## config.mk

```make
export PLATFORM = sky130hd
export DESIGN_NAME = tthbif_uart_rf
export DESIGN_NICKNAME = d
export VERILOG_FILES = /design/src/rtl/tthbif_rf_pkg.sv /design/src/rtl/tthbif_rf_regs.sv /design/src/rtl/tthbif_uart_rf.sv
export SDC_FILE = /design/constraint.sdc
export NUM_CORES = 1
export LEC_CHECK = 0
export BUFFER_PORTS_ARGS = -buffer_cell sky130_fd_sc_hd__buf_4
export CORE_AREA = 2 2 104 56
export DETAILED_ROUTE_END_ITERATION = 8
export DIE_AREA = 0 0 106 58
export PLACE_DENSITY = 0.82
export SLEW_MARGIN = 40
export SYNTH_ARGS = -nofsm -noshare
export SYNTH_HDL_FRONTEND = slang
export SYNTH_HIERARCHICAL = 1
export SYNTH_SLANG_ARGS = --single-unit
```

## constraint.sdc

```tcl
create_clock -name clk_i -period 2.3 [get_ports clk_i]
set_input_delay 0.115 -clock clk_i [delete_from_list [all_inputs] [get_ports clk_i]]
set_output_delay 0.115 -clock clk_i [all_outputs]
set_load 0.02 [all_outputs]
```

## src/rtl/tthbif_rf_pkg.sv

```systemverilog
// tthbif_rf_pkg: shared types and constants for the tthbif UART register responder
package tthbif_rf_pkg;
  typedef enum logic [1:0] {IDLE, WAIT_DATA, RESP} rf_state_e;
  localparam logic [6:0] ADDR_CTRL = 7'h00;
  localparam logic [6:0] ADDR_SCRATCH = 7'h01;
  localparam logic [6:0] ADDR_ID = 7'h02;
  localparam logic [7:0] ACK = 8'h06;
  localparam logic [7:0] NAK = 8'h15;
  localparam logic [7:0] CTRL_RESET = 8'hFF;
endpackage

```

## src/rtl/tthbif_rf_regs.sv

```systemverilog
// tthbif_rf_regs: register storage, write decode with ACK/NAK and read mux
module tthbif_rf_regs
  import tthbif_rf_pkg::*;
#(
  parameter logic [7:0] ID_VALUE = 8'h48
) (
  input  logic       clk_i,
  input  logic       rst_ni,
  input  logic       we,
  input  logic [6:0] waddr,
  input  logic [7:0] wdata,
  input  logic [6:0] raddr,
  output logic [7:0] rdata,
  output logic [7:0] wresp,
  output logic [7:0] ctrl
);
  logic [7:0] scratch;
  assign wresp = (waddr == ADDR_CTRL || waddr == ADDR_SCRATCH) ? ACK : NAK;
  assign rdata = raddr == ADDR_CTRL    ? ctrl :
                 raddr == ADDR_SCRATCH ? scratch :
                 raddr == ADDR_ID      ? ID_VALUE : 8'h00;
  always_ff @(posedge clk_i or negedge rst_ni) begin
    if (!rst_ni) begin
      ctrl <= CTRL_RESET;
      scratch <= 8'h00;
    end else begin
      if (we && waddr == ADDR_CTRL) ctrl <= wdata;
      if (we && waddr == ADDR_SCRATCH) scratch <= wdata;
    end
  end
endmodule

```

## src/rtl/tthbif_uart_rf.sv

```systemverilog
// tthbif_uart_rf: UART command decoder and response FSM for the tthbif tap-select registers
module tthbif_uart_rf
  import tthbif_rf_pkg::*;
#(
  parameter int         TIMEOUT_CYCLES = 1_000_000,
  parameter logic [7:0] ID_VALUE = 8'h48
) (
  input  logic       clk_i,
  input  logic       rst_ni,
  input  logic       en_i,
  input  logic       rx_data_valid_i,
  input  logic [7:0] rx_data_i,
  input  logic       tx_data_ready_i,
  output logic       tx_data_valid_o,
  output logic [7:0] tx_data_o,
  output logic [1:0] rx_flop_tap_sel_o,
  output logic [1:0] rx_comb_tap_sel_o,
  output logic [1:0] tx_flop_tap_sel_o,
  output logic [1:0] tx_comb_tap_sel_o
);
  localparam int CW = $clog2(TIMEOUT_CYCLES + 1);
  rf_state_e state, state_nxt;
  logic [CW-1:0] cnt, cnt_nxt;
  logic [6:0] addr, addr_nxt;
  logic [7:0] tx_data_nxt, rdata, wresp, ctrl;
  logic rx, we, timed_out;
  assign rx = en_i && rx_data_valid_i;
  assign timed_out = cnt >= CW'(TIMEOUT_CYCLES - 1);
  assign tx_data_valid_o = state == RESP;
  assign {tx_comb_tap_sel_o, tx_flop_tap_sel_o, rx_comb_tap_sel_o, rx_flop_tap_sel_o} = ctrl;
  tthbif_rf_regs #(.ID_VALUE(ID_VALUE)) u_regs (
    .clk_i (clk_i),
    .rst_ni(rst_ni),
    .we    (we),
    .waddr (addr),
    .wdata (rx_data_i),
    .raddr (rx_data_i[6:0]),
    .rdata (rdata),
    .wresp (wresp),
    .ctrl  (ctrl)
  );
  always_comb begin
    state_nxt = state;
    cnt_nxt = cnt;
    addr_nxt = addr;
    tx_data_nxt = tx_data_o;
    we = 1'b0;
    case (state)
      IDLE: if (rx) begin
        state_nxt = rx_data_i[7] ? WAIT_DATA : RESP;
        addr_nxt = rx_data_i[7] ? rx_data_i[6:0] : addr;
        cnt_nxt = '0;
        tx_data_nxt = rx_data_i[7] ? tx_data_o : rdata;
      end
      WAIT_DATA: if (rx) begin
        we = 1'b1;
        tx_data_nxt = wresp;
        state_nxt = RESP;
      end else begin
        state_nxt = timed_out ? IDLE : WAIT_DATA;
        cnt_nxt = cnt + 1'b1;
      end
      RESP: state_nxt = tx_data_ready_i ? IDLE : RESP;
      default: state_nxt = IDLE;
    endcase
    if (!en_i) state_nxt = IDLE;
  end
  always_ff @(posedge clk_i or negedge rst_ni) begin
    if (!rst_ni) begin
      state <= IDLE;
      cnt <= '0;
      addr <= '0;
      tx_data_o <= 8'h00;
    end else begin
      state <= state_nxt;
      cnt <= cnt_nxt;
      addr <= addr_nxt;
      tx_data_o <= tx_data_nxt;
    end
  end
endmodule

```

==> results of run 1 <==
-- final cells by class --
cell class | count | area [sq um]
Clock inverter | 2 | 15.0
Multi-Input combinational cell | 187 | 1310
Tap cell | 73 | 91.3
Inverter | 7 | 26.3
Fill cell | 422 | 2160
Clock buffer | 6 | 72.6
Timing Repair Buffer | 32 | 243
Sequential cell | 53 | 1340
-- metal layers --
layer,routed length [um],vias to the layer above,GRT usage
li1,-,990,-
met1,3140,1014,0.314
met2,2270,44,0.271
met3,310,4,0.0439
met4,27,0,0.0508
met5,0,-,0
-- worst max-delay path, delay by kind of cell, from the launching register on --
kind,cells,cell delay (ps)
and+or+nand+nor,2,790
AOI/OAI and AO/OA,2,660
DFF,1,490
-- repair_timing --
action,4_1_cts,5_1_grt
hold endpoints to repair,45,0
gates resized for setup,0,0
hold buffers,1,0
-- synthesized netlist by cell type (all sizes together) (2+ instances only) --
cell,n
mux2,24
nand3,7
or3,8
and2,3
clkbuf,4
buf,12
nand4,6
or4,10
o31ai,7
o21ai,18
a211o,2
inv,7
nor2b,3
nand2,22
a211oi,2
a22o,3
mux2i,15
conb,2
dfrtp,45
a21oi,16
dfstp,8
nand3b,2
o21bai,2
nor3,3
nor2,15
xnor2,3
-- stage by stage --
stage | power (uW) | hold WS (ps)
2_1_floorplan | 1250 | -181
3_5_place_dp | 1350 | 194
5_1_grt | 1940 | 57.3
3_3_place_gp | 1340 | 195
6_report | 1850 | 72.7
4_1_cts | 1870 | 58.1
-- path summary, 6_finish.rpt --
check / cells past startpoint / endpoint / from
worst max-delay path: 4 / cnt[17] / state[0]
worst min-delay path: 2 / u_regs/ctrl[5] / rx_data_i[5]
worst max register to register: 4 / cnt[17] / state[0]
worst min register to register: 2 / tx_data_o[7] / tx_data_o[7]
max in group asynchronous: 2 / u_regs/scratch[1] / rst_ni
min in group asynchronous: 2 / u_regs/scratch[6] / rst_ni
-- power by group through the flow --
| stage | Clock [uW] | Sequential (uW) | Combinational (uW) |
|---|---|---|---|
| after detailed placement | 0 | 1080 | 265 |
| after floorplan | 0 | 1090 | 154 |
| final | 513 | 1070 | 267 |
| after global routing | 570 | 1080 | 292 |
| after CTS | 533 | 1070 | 268 |
| after global placement | 0 | 1080 | 260 |
-- sequential cells by signal (all words and copies together), names as in the netlist --
register and cells:
cnt 20, tx_data_o 8, u_regs/ctrl 8, u_regs/scratch 8, addr 7, state 2
-- kinds of logic (layout without fill, tap and decap cells) --
logic type                 after synthesis  count (layout)
DFF                                     53              53
and+or+nand+nor                         84              84
AOI/OAI and AO/OA                       55              55
muxes                                   39              39
buffers and inverters                   23              47
adders and majority gates                1               1
xor gates and xnor gates                 3               3
other                                    2               5
==> results.txt, run 1 <==
Status - finished clean
Commonest non-fill, non-tap cell in the layout - dfrtp_1
H-tree depth - 2
WL/cell - 15.9 um
Commonest cells after routing, fill and taps aside - 45 x dfrtp_1, 31 x buf_4, 24 x mux2_2
Cells along the critical path - nand3b_1 > a211o_1 > or4_1 > a21oi_1
Congestion Overflow GR - 0
Mux contribution to synthesized area - 0.152
Drt total wl - 5740 um
Vias per cell - 5.70
Placed Cells - 351
Core Area - 5250 sq um
Postcts setup bufs - 0
Peak VDD IR - 0.000355 V
P per Cell Area - 597 nW/um^2
Vias in the first global route - 1887
CP startpoint kind - register
Main combinational cell family by area after synthesis - simple AND/OR/NAND/NOR gates
First-pass GRT wire length - 9350 um
Final min period - 2010 ps
Die width - 106 um
Row cnt - 19
Total Nets Final - 300
Antenna cell count - 0
Clock Tree Buf Depth - 2
Post-synthesis adder-cell area fraction - 0.00451
Rel. slew slack - 0.556
Post-synthesis sequential area ratio - 0.482
Async SR Flop Fraction - 1.00
Xor/xnor share of the synthesized area - 0.00947
Crit-path max cell delay - 510 ps
Synth Register Bits - 53
Setup Viol. Count Final - 0
Main synth FF type - dfrtp_1
IO Pins - 30
Comb pwr share - 0.144
Lkg Pwr - 0.00134 uW
CTS tree - done
Switching Share - 0.270
Max_cap viols - 0
Port Buffers - 29
Largest net degree at the start of global routing - 54
Initial antenna violation count - 0
Area Growth Syn to Fin - 11.5%
Final core utilization - 0.589
Place WS - 326 ps
Net switching power - 499 uW
Syn Inst Count - 260
Post-route worst setup slack - 289 ps
Die Y - 58 um
Top cells by area, synth - dfrtp_1 41%, mux2_2 9.7%, dfstp_2 7.6%
Share of cells above drive strength 1 - 0.279
Initial Util - 0.528
Tightest Pin Transition - 666 ps
Placed cell area - 3000 sq um
Yosys top cell area share - 0.406
Setup tns final - 0 ps
Root Driver - clkbuf_8
Fin cells - 360
Max-slew violations - 0
Residual DRC count - 0
Ys Warns - 6
Achievable Freq - 497 MHz
Reg2reg setup slack - 290 ps
Worst setup EP type - register
Die footprint - 6150 sq um
EDFF count, synth - 0
Total track usage - 0.198
TritonRoute pass-1 iters - 4
Total CTS buffers - 5
Cell Area, Synth - 2770 sq um
Flop pwr share - 0.578
Design area - 3090 sq um
Antenna viol nets, final - 0
Pint - 1350 uW
RSZ-0062 raised after global routing - false
Syn_area_per_cell - 10.7 sq um
Netlist cell types - 44
Worst-Skew Late Latency - 300 ps
CP max stage cell - or4_1
WP data required - 2530 ps
Worst-path fanout max - 16
GP Congestion - 0.856
HPWL Detailed - 4140 um
Post-synthesis simple-gate area fraction - 0.177
Sink Count - 53
Worst Clk Skew - 11.6 ps
Area fraction in compound gates after synthesis - 0.123
Worst min path class - in -> reg
DR vias - 2052
Initial DRC Count - 137
Endpoints failing hold - 0
Kind of critical path - reg -> reg
Post-route clock period utilization - 0.874
Clk pin slew, worst setup/hold paths - 100 ps
Largest area contributor in the netlist - dfrtp_1
Clock power share - 0.278
WP data arrival - 2240 ps
Note: power is estimated with default switching activity, not from simulation.
==> run 2, diff against run 1 <==
Settings changed: CORE_AREA 2 2 104 56 to 2 2 121 64, DIE_AREA 0 0 106 58 to 0 0 123 66, PLACE_DENSITY 0.82 to 0.66.
==> run 2 against run 1 <==
Compared with the run above: core utilization fell by 13 points; sequential share of layout area fell by 1.8 points; critical path depth did not move; largest cell class unchanged.
==> results.txt, run 2 (synthesis gave the netlist of run 1 again) <==
Status - finished clean
Die width - 123 um
Worst r2r dst - cnt[17]
Lkg Pwr - 0.00139 uW
Worst setup EP type - register
Initial antenna violation count - 0
Met1 usage - 0.274
Net switching power - 564 uW
Hold EP - addr[2]
DR vias - 2021
Antenna viol nets, final - 0
R2R Path Start - state[0]
GRT busiest layer - met1
Initial Util - 0.391
Total Nets Final - 300
Clock Tree Buf Depth - 2
Commonest cells after routing, fill and taps aside - 45 x dfrtp_1, 31 x buf_4, 24 x mux2_2
Rel. slew slack - 0.538
Drt total wl - 6330 um
Total track usage - 0.174
Reg2reg setup slack - 270 ps
Die footprint - 8120 sq um
P per Cell Area - 719 nW/um^2
Met3 usage - 0.0612
Antenna cell count - 0
Achievable Freq - 492 MHz
Max-slew violations - 0
H-tree depth - 2
IO Pins - 30
Kind of critical path - reg -> reg
First-pass GRT wire length - 10400 um
WP data arrival - 2260 ps
TritonRoute pass-1 iters - 4
Final core utilization - 0.454
Comb pwr share - 0.117
Port Buffers - 29
Max_cap viols - 0
GP Congestion - 0.820
Initial DRC Count - 225
Clock power share - 0.423
Core Area - 7100 sq um
WP data required - 2530 ps
Pint - 1750 uW
Met2 usage - 0.213
Sink Count - 53
CP startpoint kind - register
Commonest non-fill, non-tap cell in the layout - dfrtp_1
Cells along the critical path - nand3b_1 > a211o_1 > or4_1 > a21oi_1
Tightest Pin Transition - 693 ps
Vias per cell - 5.28
Largest net degree at the start of global routing - 54
Post-route clock period utilization - 0.884
CTS tree - done
HPWL Detailed - 4520 um
Worst Path Buf+Inv - 0
Worst Clk Skew - 5.40 ps
Setup Viol. Count Final - 0
Hold path startpoint - rx_data_i[2]
Crit-path leading delay family - simple AND/OR/NAND/NOR gates
Reg2reg path depth - 4
Total CTS buffers - 5
Root Driver - clkbuf_16
Flop pwr share - 0.460
WL/cell - 16.5 um
Placed Cells - 374
Worst min path class - in -> reg
CP max stage cell - or4_1
Peak VDD IR - 0.000360 V
Area Growth Syn to Fin - 16.2%
Clk pin slew, worst setup/hold paths - 70 ps
Setup tns final - 0 ps
Worst-path fanout max - 16
Final min period - 2030 ps
RSZ-0062 raised after global routing - false
Congestion Overflow GR - 0
Reg with most FFs - cnt
Hold Crit Depth - 2
Worst-Skew Late Latency - 300 ps
Share of cells above drive strength 1 - 0.282
Row cnt - 22
Endpoints failing hold - 0
Fill cells - 676
Postcts setup bufs - 0
Fin cells - 383
Die Y - 66 um
Crit-path max cell delay - 530 ps
Switching Share - 0.243
Vias in the first global route - 1899
Max reg flops - 20
Residual DRC count - 0
run 2: cell types whose count changed in the layout (fill, tap and decap cells not counted), sizes merged:
cell / previous run / this run
bufinv: 0 / 2
clkinvlp: 2 / 0
clkbuf: 6 / 5
clkinv: 0 / 1
run 2: power by group through the flow:
stage	clock, uW	sequential, uW	combinational [uW]
global route	1040	1080	299
CTS	1000	1070	275
global placement	0	1080	266
detailed placement	0	1080	272
floorplan	0	1090	154
finish	981	1070	271
run 2: area by class of cell:
class / count / area, sq um / area share
Clock buffer: 5 / 125 / 0.0388
Clock inverter: 3 / 65.1 / 0.0202
Inverter: 7 / 26.3 / 0.00815
Multi-Input combinational cell: 187 / 1310 / 0.406
Sequential cell: 53 / 1340 / 0.414
Tap cell: 96 / 120 / 0.0373
Timing Repair Buffer: 32 / 243 / 0.0753
run 2: routing by layer:
metal | part of all wire | vias to the layer above
li1 | - | 992
met2 | 0.38 | 43
met4 | 0.011 | 0
met5 | 0 | -
met1 | 0.55 | 980
met3 | 0.061 | 6
run 2: through the flow:
stage | setup slack (ps) | instance area [sq um] | hold WS [ps] | power, uW
after global placement | 374 | 3020 | 202 | 1350
after floorplan | 428 | 2790 | -181 | 1250
after global routing | 130 | 3220 | 83.5 | 2420
final | 268 | 3220 | 82.0 | 2320
after CTS | 293 | 3220 | 77.2 | 2340
after detailed placement | 314 | 3020 | 206 | 1360
run 2: what timing repair did:
action | 4_1_cts | 5_1_grt
hold endpoints to repair | 45 | 0
gates resized for setup | 0 | 0
hold buffers | 1 | 0
run 2: worst max path at each step:
stage          depth (start not counted)                 to  slack, ps     start
2_1_floorplan                          6  u_regs/scratch[0]        430  state[0]
3_3_place_gp                           4             cnt[8]        370  state[0]
3_5_place_dp                           4            cnt[18]        310    cnt[6]
4_1_cts                                4            cnt[17]        290  state[0]
5_1_grt                                4             cnt[8]        130  state[0]
6_report                               4            cnt[17]        270  state[0]
==> run 3, diff against run 2 <==
Settings changed: REMOVE_ABC_BUFFERS from default to 1, SLEW_MARGIN 40 to 0.
Clock period 2.3 ns to 2.5 ns, I/O delays scaled along.
==> run 3 against run 2 <==
Compared with the run above: clock skew fell by 1.5 ps; setup slack improved by 250 ps; worst hold slack improved by 22 ps; core utilization fell by 0.72 points; die area did not move; total power fell by 18%; global-route usage fell by 1.5 points; sequential share of layout area rose by 0.67 points; fmax rose by 2.3%; combinational power fell by 8.9%.
==> results.txt, run 3 (synthesis gave the netlist of run 1 again) <==
Worst-path fanout max - 15
Hold path startpoint - rx_data_i[3]
Max-slew violations - 0
Reg2reg path depth - 4
Lkg Pwr - 0.00137 uW
Peak VDD IR - 0.000252 V
Setup tns final - 0 ps
Kind of critical path - reg -> reg
Residual DRC count - 0
Cells along the critical path - nand3b_1 > a211o_1 > or3_2 > a21oi_1
Vias in the first global route - 1884
Postcts setup bufs - 0
Worst min path class - in -> reg
Total Nets Final - 300
Max_cap viols - 0
Largest net degree at the start of global routing - 54
WP data arrival - 2200 ps
Status - finished clean
Setup Viol. Count Final - 0
Register Area - 1340 sq um
# resized after CTS - 0
Area Growth Syn to Fin - 14.4%
Share of cells above drive strength 1 - 0.279
Total CTS buffers - 5
Vias per cell - 5.30
Die Y - 66 um
Fill cells - 675
Hold EP - u_regs/ctrl[3]
IO Pins - 30
Worst Setup SP - state[0]
Multi-input combinational cell area - 1310 sq um
Root Driver - clkbuf_16
Worst Path Buf+Inv - 0
P per Cell Area - 597 nW/um^2
Antenna viol nets, final - 0
Initial DRC Count - 132
Antenna cell count - 0
Commonest non-fill, non-tap cell in the layout - dfrtp_1
Worst Clk Skew - 3.86 ps
TritonRoute pass-1 iters - 4
H-tree depth - 2
Clk pin slew, worst setup/hold paths - 70 ps
Crit-path max cell delay - 530 ps
DR vias - 2029
RSZ-0062 raised after global routing - false
Drt total wl - 5980 um
GP Congestion - 0.827
Initial Util - 0.391
Reg with most FFs - cnt
Achievable Freq - 503 MHz
WP data required - 2710 ps
HPWL Detailed - 4220 um
Worst-Skew Late Latency - 290 ps
Total track usage - 0.159
Crit-path leading delay family - simple AND/OR/NAND/NOR gates
Final min period - 1990 ps
Clock Tree Buf Depth - 2
Core Area - 7100 sq um
Die width - 123 um
Reg2reg setup slack - 510 ps
Hold Crit Depth - 2
Tightest Pin Transition - 678 ps
Max reg flops - 20
Endpoints failing hold - 0
Congestion Overflow GR - 0
CP startpoint kind - register
WL/cell - 15.6 um
Rel. slew slack - 0.548
Row cnt - 22
First-pass GRT wire length - 9830 um
CP max stage cell - a211o_1
Sink Count - 53
CTS tree - done
Total Power - 1900 uW
Post-route clock period utilization - 0.795
Die footprint - 8120 sq um
Worst r2r dst - cnt[16]
Hold_buf cts - 1
Initial antenna violation count - 0
Commonest cells after routing, fill and taps aside - 45 x dfrtp_1, 31 x buf_4, 24 x mux2_2
Worst setup EP type - register
Port Buffers - 29
R2R Path Start - state[0]
[run 3: layer usage]
layer / GRT usage / share of wire / up-vias
li1: - / - / 1000
met4: 0.0455 / 0.0057 / 0
met2: 0.210 / 0.39 / 46
met1: 0.252 / 0.55 / 981
met5: 0 / 0 / -
met3: 0.0362 / 0.051 / 2
[run 3: report_power, final]
part	leakage [uW]	internal, uW	switching [uW]
logic	0.000608	117	130
registers	0.000693	926	56.7
clock network	0.0000706	368	297
total	0.00137	1410	484
[run 3: how the worst max path moves through the flow]
stage                             end  cells after the start
global placement              cnt[17]                      4
detailed placement            cnt[19]                      4
global route                  cnt[17]                      4
CTS                           cnt[19]                      4
finish                        cnt[16]                      4
floorplan           u_regs/scratch[0]                      4
[run 3: final cells by class]
type / instances / share of cell area
Clock buffer: 6 / 0.0406
Inverter: 7 / 0.00828
Timing Repair Buffer: 32 / 0.0765
Clock inverter: 2 / 0.00315
Multi-Input combinational cell: 187 / 0.412
Tap cell: 96 / 0.0379
Sequential cell: 53 / 0.421
[run 3: worst reg2reg max path: cells and delay by family (launching register included)]
kind,cells,cell delay (ps)
compound gates,2,690
flops,1,480
simple gates,2,760
[run 3: through the flow]
step	cell area (sq um)	instances	setup WS (ps)	util	hold slack [ps]
2_1_floorplan	2670	247	513	-	-171
3_3_place_gp	3020	374	604	0.426	205
3_5_place_dp	3020	374	538	0.426	209
4_1_cts	3170	383	520	0.447	101
5_1_grt	3170	383	412	0.447	102
6_report	3170	383	513	0.447	104
